<file path="src/rtl/cpu_bus_trace_pkg.sv">
// cpu_bus_trace_pkg: trace FSM state encodings and trace entry field layout
package cpu_bus_trace_pkg;
  typedef enum logic [1:0] {
    TRC_IDLE  = 2'd0,
    TRC_ARMED = 2'd1,
    TRC_POST  = 2'd2,
    TRC_DONE  = 2'd3
  } trc_state_t;
  localparam int ENT_SYNC  = 25;
  localparam int ENT_RW    = 24;
  localparam int ENT_AB_HI = 23;
  localparam int ENT_AB_LO = 8;
  localparam int ENT_DB_HI = 7;
  localparam int ENT_DB_LO = 0;
  function automatic logic [25:0] pack_entry(input logic s, input logic r, input logic [15:0] a, input logic [7:0] d);
    logic [25:0] e;
    e = '0;
    e[ENT_SYNC] = s;
    e[ENT_RW] = r;
    e[ENT_AB_HI:ENT_AB_LO] = a;
    e[ENT_DB_HI:ENT_DB_LO] = d;
    return e;
  endfunction
endpackage

</file>
<file path="src/rtl/cpu_bus_trace_ram.sv">
// trace_ram: simple dual-port RAM, synchronous write, registered read
module trace_ram #(
  parameter int DEPTH = 64,
  parameter int AW = 6,
  parameter int ENTRY_W = 26
)(
  input  logic               clock,
  input  logic               reset,
  input  logic               we,
  input  logic [AW-1:0]      waddr,
  input  logic [ENTRY_W-1:0] wdata,
  input  logic               re,
  input  logic [AW-1:0]      raddr,
  output logic [ENTRY_W-1:0] rdata
);
  logic [ENTRY_W-1:0] mem [DEPTH];
  always_ff @(posedge clock)
    if (we) mem[waddr] <= wdata;
  always_ff @(posedge clock or posedge reset)
    if (reset) rdata <= '0;
    else if (re) rdata <= mem[raddr];
endmodule

</file>
<file path="src/rtl/cpu_bus_trace.sv">
// cpu_bus_trace: address-triggered circular capture of 6502 bus cycles with oldest-first readout
module cpu_bus_trace
  import cpu_bus_trace_pkg::*;
#(
  parameter int DEPTH = 64,
  parameter int AW = 6,
  parameter int ENTRY_W = 26
)(
  input  logic               clock,
  input  logic               reset,
  input  logic               cycle_strobe,
  input  logic               sync,
  input  logic               rw,
  input  logic [15:0]        ab,
  input  logic [7:0]         db,
  input  logic               arm,
  input  logic               force_trig,
  input  logic [15:0]        trig_addr,
  input  logic [AW-1:0]      post_count,
  output logic [1:0]         state,
  output logic [AW:0]        count,
  input  logic               rd_ready,
  output logic               rd_valid,
  output logic [ENTRY_W-1:0] rd_data,
  output logic               rd_last
);
  localparam logic [AW:0] FULL = (AW+1)'(DEPTH);
  trc_state_t st;
  logic [AW-1:0] wr_ptr, rd_ptr, post_cnt, wp_n;
  logic [AW:0] cnt, cnt_n, rd_left;
  logic trig, we, re, xfer, to_done;
  assign state = st;
  assign count = cnt;
  assign trig = (cycle_strobe & sync & (ab == trig_addr)) | force_trig;
  assign we = cycle_strobe & ~arm & (st == TRC_ARMED || st == TRC_POST);
  assign re = ~arm & (st == TRC_DONE) & ~rd_valid & (rd_left != '0);
  assign xfer = rd_valid & rd_ready;
  assign wp_n = wr_ptr + AW'(we);
  assign cnt_n = (cnt == FULL) ? cnt : cnt + (AW+1)'(we);
  // Post-write pointer/count so the trigger/final entry is included in the readout window
  assign to_done = (st == TRC_ARMED && trig && post_count == '0) ||
                   (st == TRC_POST && we && post_cnt == AW'(1));
  trace_ram #(.DEPTH(DEPTH), .AW(AW), .ENTRY_W(ENTRY_W)) u_ram (
    .clock(clock),
    .reset(reset),
    .we(we),
    .waddr(wr_ptr),
    .wdata(ENTRY_W'(pack_entry(sync, rw, ab, db))),
    .re(re),
    .raddr(rd_ptr),
    .rdata(rd_data)
  );
  always_ff @(posedge clock or posedge reset) begin
    if (reset) begin
      st <= TRC_IDLE;
      wr_ptr <= '0;
      rd_ptr <= '0;
      cnt <= '0;
      rd_left <= '0;
      post_cnt <= '0;
      rd_valid <= 1'b0;
      rd_last <= 1'b0;
    end else if (arm) begin
      st <= TRC_ARMED;
      wr_ptr <= '0;
      cnt <= '0;
      rd_left <= '0;
      post_cnt <= '0;
      rd_valid <= 1'b0;
      rd_last <= 1'b0;
    end else begin
      if (we) begin
        wr_ptr <= wp_n;
        cnt <= cnt_n;
      end
      if (to_done) begin
        rd_ptr <= wp_n - cnt_n[AW-1:0];
        rd_left <= cnt_n;
      end
      case (st)
        TRC_ARMED:
          if (trig) begin
            post_cnt <= post_count;
            st <= to_done ? TRC_DONE : TRC_POST;
          end
        TRC_POST:
          if (we) begin
            post_cnt <= post_cnt - AW'(1);
            if (to_done) st <= TRC_DONE;
          end
        TRC_DONE: begin
          if (re) begin
            rd_valid <= 1'b1;
            rd_last <= (rd_left == (AW+1)'(1));
          end
          if (xfer) begin
            rd_valid <= 1'b0;
            rd_last <= 1'b0;
            rd_ptr <= rd_ptr + AW'(1);
            rd_left <= rd_left - (AW+1)'(1);
            if (rd_last) begin
              st <= TRC_IDLE;
              cnt <= '0;
            end
          end else if (!rd_valid && rd_left == '0) begin
            st <= TRC_IDLE;
            cnt <= '0;
          end
        end
        default: ;
      endcase
    end
  end
endmodule

</file>
<file path="config.mk">
export PLATFORM = sky130hd
export DESIGN_NAME = cpu_bus_trace
export DESIGN_NICKNAME = d
export VERILOG_FILES = /design/src/rtl/cpu_bus_trace_pkg.sv /design/src/rtl/cpu_bus_trace_ram.sv /design/src/rtl/cpu_bus_trace.sv
export SDC_FILE = /design/constraint.sdc
export NUM_CORES = 2
export LEC_CHECK = 0
export CAP_MARGIN = 20
export CORE_MARGIN = 10
export CORE_UTILIZATION = 55
export DETAILED_ROUTE_END_ITERATION = 10
export PLACE_DENSITY = 0.71
export RECOVER_POWER = 100
export SYNTH_ARGS = -nofsm -noshare
export SYNTH_HDL_FRONTEND = slang
export SYNTH_SLANG_ARGS = --single-unit
</file>
<file path="constraint.sdc">
create_clock -name clock -period 4.4 [get_ports clock]
set_clock_uncertainty 0.15 [all_clocks]
set_input_delay 0.88 -clock clock [delete_from_list [all_inputs] [get_ports clock]]
set_output_delay 0.88 -clock clock [all_outputs]
set_load 0.02 [all_outputs]
</file>
# Word level (Yosys, flattened, before mapping)
# Memories as Yosys holds them, arrays and structs flattened. A register that Yosys moved wholly into a read port is not among the register bits.
# Cells that the tools add are included.
dict set report totals {
  regBits 36
  latchBits 0
  ram_bits 1664
  mem_bits_ro 0
  in_bits 54
  out_inout_bits 37
  wordCells 96
  memories 1
}
dict set report op_classes {
  add_sub_neg 6
  mul 0
  n_div 0
  magnitude_cmp 0
  eq_ne 12
  n_shift 0
  muxes 39
  bitwise_logic 11
  n_reduce_logical 19
}
# name words word_bits rd rd_ports_with_merged_regs write_ports line_no
set mem_list {}
lappend mem_list {u_ram.mem 64 26 1 1 1 cpu_bus_trace_ram.sv:16} ;# logic [ENTRY_W-1:0] mem [DEPTH];
# cell n
set ops {}
lappend ops {{$mux 7} 11}
lappend ops {{$mux 6} 8}
lappend ops {{$eq 16x16->1} 1}
lappend ops {{$mux 2} 7}
lappend ops {{$pmux 6 s2} 1}
lappend ops {{$mux 1} 11}
lappend ops {{$ne 3x3->1 const B} 3}
lappend ops {{$and 1x1->1} 8}
lappend ops {{$add 7x1->7} 1}
lappend ops {{$eq 7x1->1 const B} 1}
lappend ops {{$eq 7x7->1 const B} 1}
lappend ops {{$logic_not 7->1} 1}
lappend ops {{$reduce_bool 7->1} 1}
lappend ops {{$sub 7x1->7 const B} 1}
lappend ops {{$add 6x1->6} 1}
lappend ops {{$add 6x1->6 const B} 1}
lappend ops {{$eq 6x1->1 const B} 1}
lappend ops {{$logic_not 6->1} 1}
lappend ops {{$pmux 2 s3} 1}
lappend ops {{$reduce_and 6->1} 1}
lappend ops {{$reduce_bool 3->1} 2}
lappend ops {{$sub 6x1->6 const B} 1}
lappend ops {{$sub 6x6->6} 1}
lappend ops {{$logic_and 1x1->1} 5}
lappend ops {{other kinds (12)} 16}

# Logic depth before layout (Yosys ltp)
dict set report logic_depth {
  word_depth 10
  ltp_mapped 18
  mapped_depth_nobuf 16
}

# By module
# A second synthesis with hierarchy kept.
dict set report hier_totals {
  cells_unflattened 3655
  area_unflattened_um2 68249.2
}
# mod instances cells_per_inst area_per_inst_um2 seq_area_each_um2
set modules_own_cells {}
lappend modules_own_cells {trace_ram 1 3309 65317.6 50618.5}
lappend modules_own_cells {cpu_bus_trace 1 346 2931.6 900.9}

# Worst setup path before layout
# OpenSTA, ideal clock, no wires.
dict set report synth_timing {
  kind {input port to flip-flop}
  startpoint {in arm}
  endpoint {reg rd_ptr[5]}
  setup_ps 121
  arrival_time_ps 3852
  required_ps 4129
  setup_slack_ps 277
  stages 17
  n_path_buf 4
  path_cell_list {buf_2 clkbuf_1 clkbuf_1 buf_1 nor2_1 ha_1 ha_1 and2_1 inv_1 ha_1 nor2b_1 o21ai_0 nand2b_1 a31oi_1 xnor2_1 a32oi_1 o22a_1}
}
dict set report synth_via {
  elab_chain_cells 9
  elab_cells_between_ends 13
  classes_between {3 x add/sub; 4 x mux; 3 x bitwise; 3 x reduce/logical}
}
# element line_no
set synth_rtl {}
lappend synth_rtl {{from (decl)} cpu_bus_trace.sv:16} ;# input logic arm,
lappend synth_rtl {{$not 1->1} cpu_bus_trace.sv:35} ;# assign we = cycle_strobe & ~arm & (st == TRC_ARMED || st == TRC_POST);
lappend synth_rtl {{$and 1x1->1 (2 in a row)} cpu_bus_trace.sv:35}
lappend synth_rtl {{$add 7x1->7 or $logic_and 1x1->1 (tied branches)} {cpu_bus_trace.sv:39, cpu_bus_trace.sv:42}}
lappend synth_rtl {{$mux 7 or $logic_and 1x1->1 (tied branches)} {cpu_bus_trace.sv:39, cpu_bus_trace.sv:42}}
lappend synth_rtl {{$sub 6x6->6 or $logic_or 1x1->1 (tied branches)} {cpu_bus_trace.sv:77, cpu_bus_trace.sv:41}}
lappend synth_rtl {{$mux 6} cpu_bus_trace.sv:76} ;# if (to_done) begin
lappend synth_rtl {{$mux 6} cpu_bus_trace.sv:96} ;# if (xfer) begin
lappend synth_rtl {{$mux 6} cpu_bus_trace.sv:80} ;# case (st)
lappend synth_rtl {{to (signal assigned)} cpu_bus_trace.sv:77} ;# rd_ptr <= wp_n - cnt_n[AW-1:0];
lappend synth_rtl {{to (signal assigned)} cpu_bus_trace.sv:99} ;# rd_ptr <= rd_ptr + AW'(1);
lappend synth_rtl {{to (decl)} cpu_bus_trace.sv:29} ;# logic [AW-1:0] wr_ptr, rd_ptr, post_cnt, wp_n;
# Several ways; a longest one is shown, not always the timed one.
# A chain may end at the register's enable or synchronous reset.

# Worst setup path in the final report
dict set report layout_timing {
  startpoint {in arm}
  endpoint {mem u_ram.mem[27][9] (enable)}
}
dict set report layout_via {
  elab_chain_cells 5
}
# element line_no
set layout_rtl {}
lappend layout_rtl {{$not 1->1} cpu_bus_trace.sv:35}
lappend layout_rtl {{$and 1x1->1 (2 in a row)} cpu_bus_trace.sv:35}
lappend layout_rtl {{$mux 1} cpu_bus_trace_ram.sv:18} ;# if (we) mem[waddr] <= wdata;
lappend layout_rtl {{$mux 1 (not written as such)} cpu_bus_trace_ram.sv:18}
lappend layout_rtl {{to (decl)} cpu_bus_trace_ram.sv:16}
# Every way passes these cells.

==> impl.org <==
** Floorplanning
- The die is 369 um tall.
- Initial standard-cell utilization of the core :: 0.556
- Core ar. :: 120000 um^2
- Horizontal die dimension :: 369 um
- In this run the count of I/O pins placed on the die edge is 91.
- The die covers 136000 um^2.
- Number of rows created at floorplan :: 127

** STA
- In the finished design, the share of the clock period the worst path needs comes to 0.922.
- F_max :: 246 MHz
- The worst path needs 4.06 ns of the cycle, external delays included.
- Number of setup violations in the final report :: 0
- The max-slew violation count is 1888.
- Worst Max-Slew Pin Slew :: 3.55 ns
- The final number of hold-violating endpoints came to 0.
- Slew headroom :: -1.37
- Setup repair after global routing left no endpoint under its margin.
- Post-layout worst setup margin :: 0.342 ns
- In the final timing run, aggregate negative setup slack is 0 ns.

** Cells and area
- Relative to the synthesized area, the layout overhead comes to 12.5%.
- With fillers left out, the area of the finished cells amounts to 75300 um^2.
- Total number of nets in the final design :: 3457
- Share of layout cells above drive strength 1 :: 0.232
- Leaving out filler cells and counting taps, the final layout contains 5139.

** Worst setup path
- Walking the worst path, the cells encountered are clkdlybuf4s50_1 > buf_4 > inv_1 > and3_1 > nand2_1 > buf_4 > nor2_2 > clkbuf_1.
- Startpoint-to-endpoint class of the critical path :: input pin to flip-flop
- Critical path startpoint category :: input pin
- Category of the worst setup path capture point :: flip-flop
- In this run the register-to-register setup slack is 0.36 ns.
- The number of buffers and inverters on the critical path is 5.
- Dominant cell type by count on the critical path :: buf_4
- Origin of the worst setup path :: arm
- The worst register-to-register path begins at state[0].
- Max stage delay cell, worst path :: clkbuf_1
- Of all nets on the critical path, the largest fanout is 33.
- On the critical path the largest part of the delay comes from buffers and inverters.
- The worst register-to-register path ends at u_ram.mem[27][9].
- Slowest Stage Delay on Critical Path :: 1.49 ns
- Worst path arrival time :: 4.26 ns
- At the worst endpoint, the required time is 4.60 ns.
- For the worst flop-to-flop path, the logic depth is 8.

** Yosys
- The cell area that synthesis handed to floorplanning was 67000 um^2.
- Of the synthesized area, sequential elements account for 0.770.
- By area the synthesized netlist is led by edfxtp_1, mux4_2, dfrtp_1, mux2i_1, a22oi_1.
- Number of distinct library cells after synthesis :: 59
- For this run, asynchronously set or reset flops after synthesis account for 0.0359.
- EDFF count, synth :: 1664
- Number of nets in the synthesized netlist :: 3177
- Average footprint of a synthesized cell :: 21.6 um^2
- The most used flip-flop cell after synthesis is edfxtp_1.
- The Yosys step of the flow raised 0 warnings.
- Area share of the largest cell type after synthesis :: 0.746
- Synthesis handed over a netlist of 3105 instances.
- edfxtp_1 takes more of the synthesized area than any other cell.
- Register bit total from synthesis :: 1726
- Top cells by count, synth :: edfxtp_1, mux4_2, nor2_1, nand2_1, a22oi_1
- Among all cell types in the netlist, the one instantiated most often is edfxtp_1.

** Placed design
- Final RePlAce weighted congestion :: 0.965
- In this run the cell area measured after placement is 70800 um^2.
- After detailed placement, the design holds a cell count of 4826.
- # port buffers :: 90
- DP HPWL :: 108000 um
- OpenSTA, run right after detailed placement, puts the worst setup slack at 0.356 ns.

** Power and ir drop
- Worst ir drop on vdd :: 0.418 mV
- After layout, the design draws a total of 37.3 mW.
- Ratio of total power to cell area :: 496 nW/um^2
- Leakage :: 23.0 nW

** Detailed routing
- Post-DRT Antenna Nets :: 0
- Dividing the detail-routed wire length by the instance count gives 33.9 um.
- After detailed routing, the total wire length is 174000 um.
- Detailed-routing iteration count for the pre-antenna-repair pass :: 5
- Number of vias in the routed layout :: 34000
- First DRT Iteration DRCs :: 5021
- Number of design rule violations left after detail routing :: 0
- Using the TritonRoute via totals, the vias-per-cell ratio works out to 6.62.

** Hold path
- Worst hold path stage count :: 2
- The worst hold path terminates at u_ram.rdata[15].
- In this run the most critical hold path is launched from u_ram.rdata[15].
- The path class of the tightest hold or removal check is flip-flop to flip-flop.

** Clocking
- CTS Root Cell :: clkbuf_16
- Clock latency of the later-clocked register in the worst-skew pair :: 0.78 ns
- Buffers added to address setup during post-CTS repair amount to 0.
- In this run, post-CTS repair resized a total of 0 instances.
- The tree built by TritonCTS fans out to 1726 sinks.
- Number of CTS-inserted buffers :: 166
- The H-tree generated during clock tree synthesis spans 4 levels.
- The number of hold buffers added after CTS was 0.
- After clock tree synthesis, the clock-pin slew on the worst setup and hold paths is 0.06 ns.
- The longest clock path from root to sink contains 3 buffers.
- TritonCTS clock tree :: done

** Global route
- First-pass GRT wire length :: 249000 um
- In the global route stage, overall resource usage came out at 0.255.
- The initial antenna violation count is 17.
- Maximum number of pins on one net before global-route repair :: 65
- Total overflow reported by the global router :: 0
- Number of global-route vias before repair :: 34000

** Flow run
- Across the run, the number of max-cap violations was 47.

** Outcome
- The final reports fail on max-capacitance violations, max-slew violations.
- The flow ran to the end, but the final reports show violations.
==> worst max-delay path by stage <==
stage                                   end  slack (ns)  depth (start not counted)
after CTS                         rd_ptr[5]        0.78                         16
after global routing      u_ram.mem[54][23]        0.25                         10
after global placement            rd_ptr[5]        0.30                         15
after floorplan                   rd_ptr[5]        0.28                         17
after detailed placement          rd_ptr[5]        0.36                         15
final                      u_ram.mem[27][9]        0.34                          8
==> through the flow <==
stage / hold slack [ns] / utilization
after floorplan: 0.321 / -
after global placement: 0.345 / 0.588
after detailed placement: 0.352 / 0.588
after CTS: 0.247 / 0.631
after global routing: 0.394 / 0.625
final: 0.369 / 0.625
==> area by class of cell <==
| class | instances | area [um^2] |
|---|---|---|
| Inverter | 18 | 67.6 |
| Clock buffer | 217 | 4510 |
| Tap cell | 1612 | 2020 |
| Fill cell | 8125 | 45100 |
| Clock inverter | 89 | 729 |
| Timing Repair Buffer | 283 | 1960 |
| Antenna cell | 4 | 10.0 |
| Multi-Input combinational cell | 1190 | 14500 |
| Sequential cell | 1726 | 51500 |
==> sequential cells by signal, indices dropped and copies added, names as in the netlist <==
signal	cells
count	7
post_cnt	6
rd_last	1
rd_left	7
rd_ptr	6
rd_valid	1
state	2
u_ram.mem	1664
u_ram.rdata	26
wr_ptr	6
==> cells by family (layout without fill, tap and decap cells) <==
logic type / Yosys count / count (layout) / synth area share
AOI/OAI and AO/OA: 328 / 328 / 0.0337
xor gates and xnor gates: 38 / 38 / 0.00497
adders and majority gates: 18 / 18 / 0.00348
buffers and inverters: 189 / 607 / 0.0155
DFF: 1726 / 1726 / 0.770
muxes: 475 / 475 / 0.150
other: 0 / 4 / 0
and+or+nand+nor: 331 / 331 / 0.0233
==> worst register-to-register path: stages (launching register included) <==
cell,delay (ns)
dfrtp_1,0.45
inv_1,0.09
ha_1,0.32
nor2b_1,0.24
and3_1,0.40
nand2_1,0.15
buf_4,0.19
nor2_2,0.11
clkbuf_1,1.49
==> report_power, final <==
group | leakage (nW) | internal (mW) | switching (mW) | total [mW]
Clock | 2.54 | 7.83 | 5.98 | 13.8
Sequential | 15.8 | 18.2 | 0.243 | 18.4
Combinational | 4.71 | 2.04 | 3.06 | 5.10
==> per-layer routing <==
layer	part of all wire	GRT usage
met5	0.00071	0
met4	0.039	0.0929
met3	0.11	0.0661
met2	0.48	0.403
met1	0.37	0.344
==> cells in the final DEF, fill, tap and decap left out, types with 8 or more instances in the layout <==
master	count
a32oi_1	18
clkinvlp_4	8
clkbuf_1	139
clkbuf_2	42
nor3_1	15
o21ai_0	27
a22o_1	15
buf_12	11
a31oi_1	17
xnor2_1	29
xor2_1	9
ha_1	17
dlygate4sd3_1	38
edfxtp_1	1664
nor2_2	31
a21oi_1	56
clkinv_1	40
clkinv_2	21
mux4_2	420
or3_1	8
clkbuf_16	173
bufinv_16	10
mux2i_1	51
o221ai_1	10
nand2b_1	13
clkdlybuf4s50_1	26
or4_1	9
nor2b_1	12
buf_4	63
a221oi_1	15
nand2_1	82
a22oi_1	64
inv_1	18
nand3_1	26
a211oi_1	9
nor2_1	92
o22ai_1	55
dfrtp_1	58
Power figures use the tool's default switching activity.
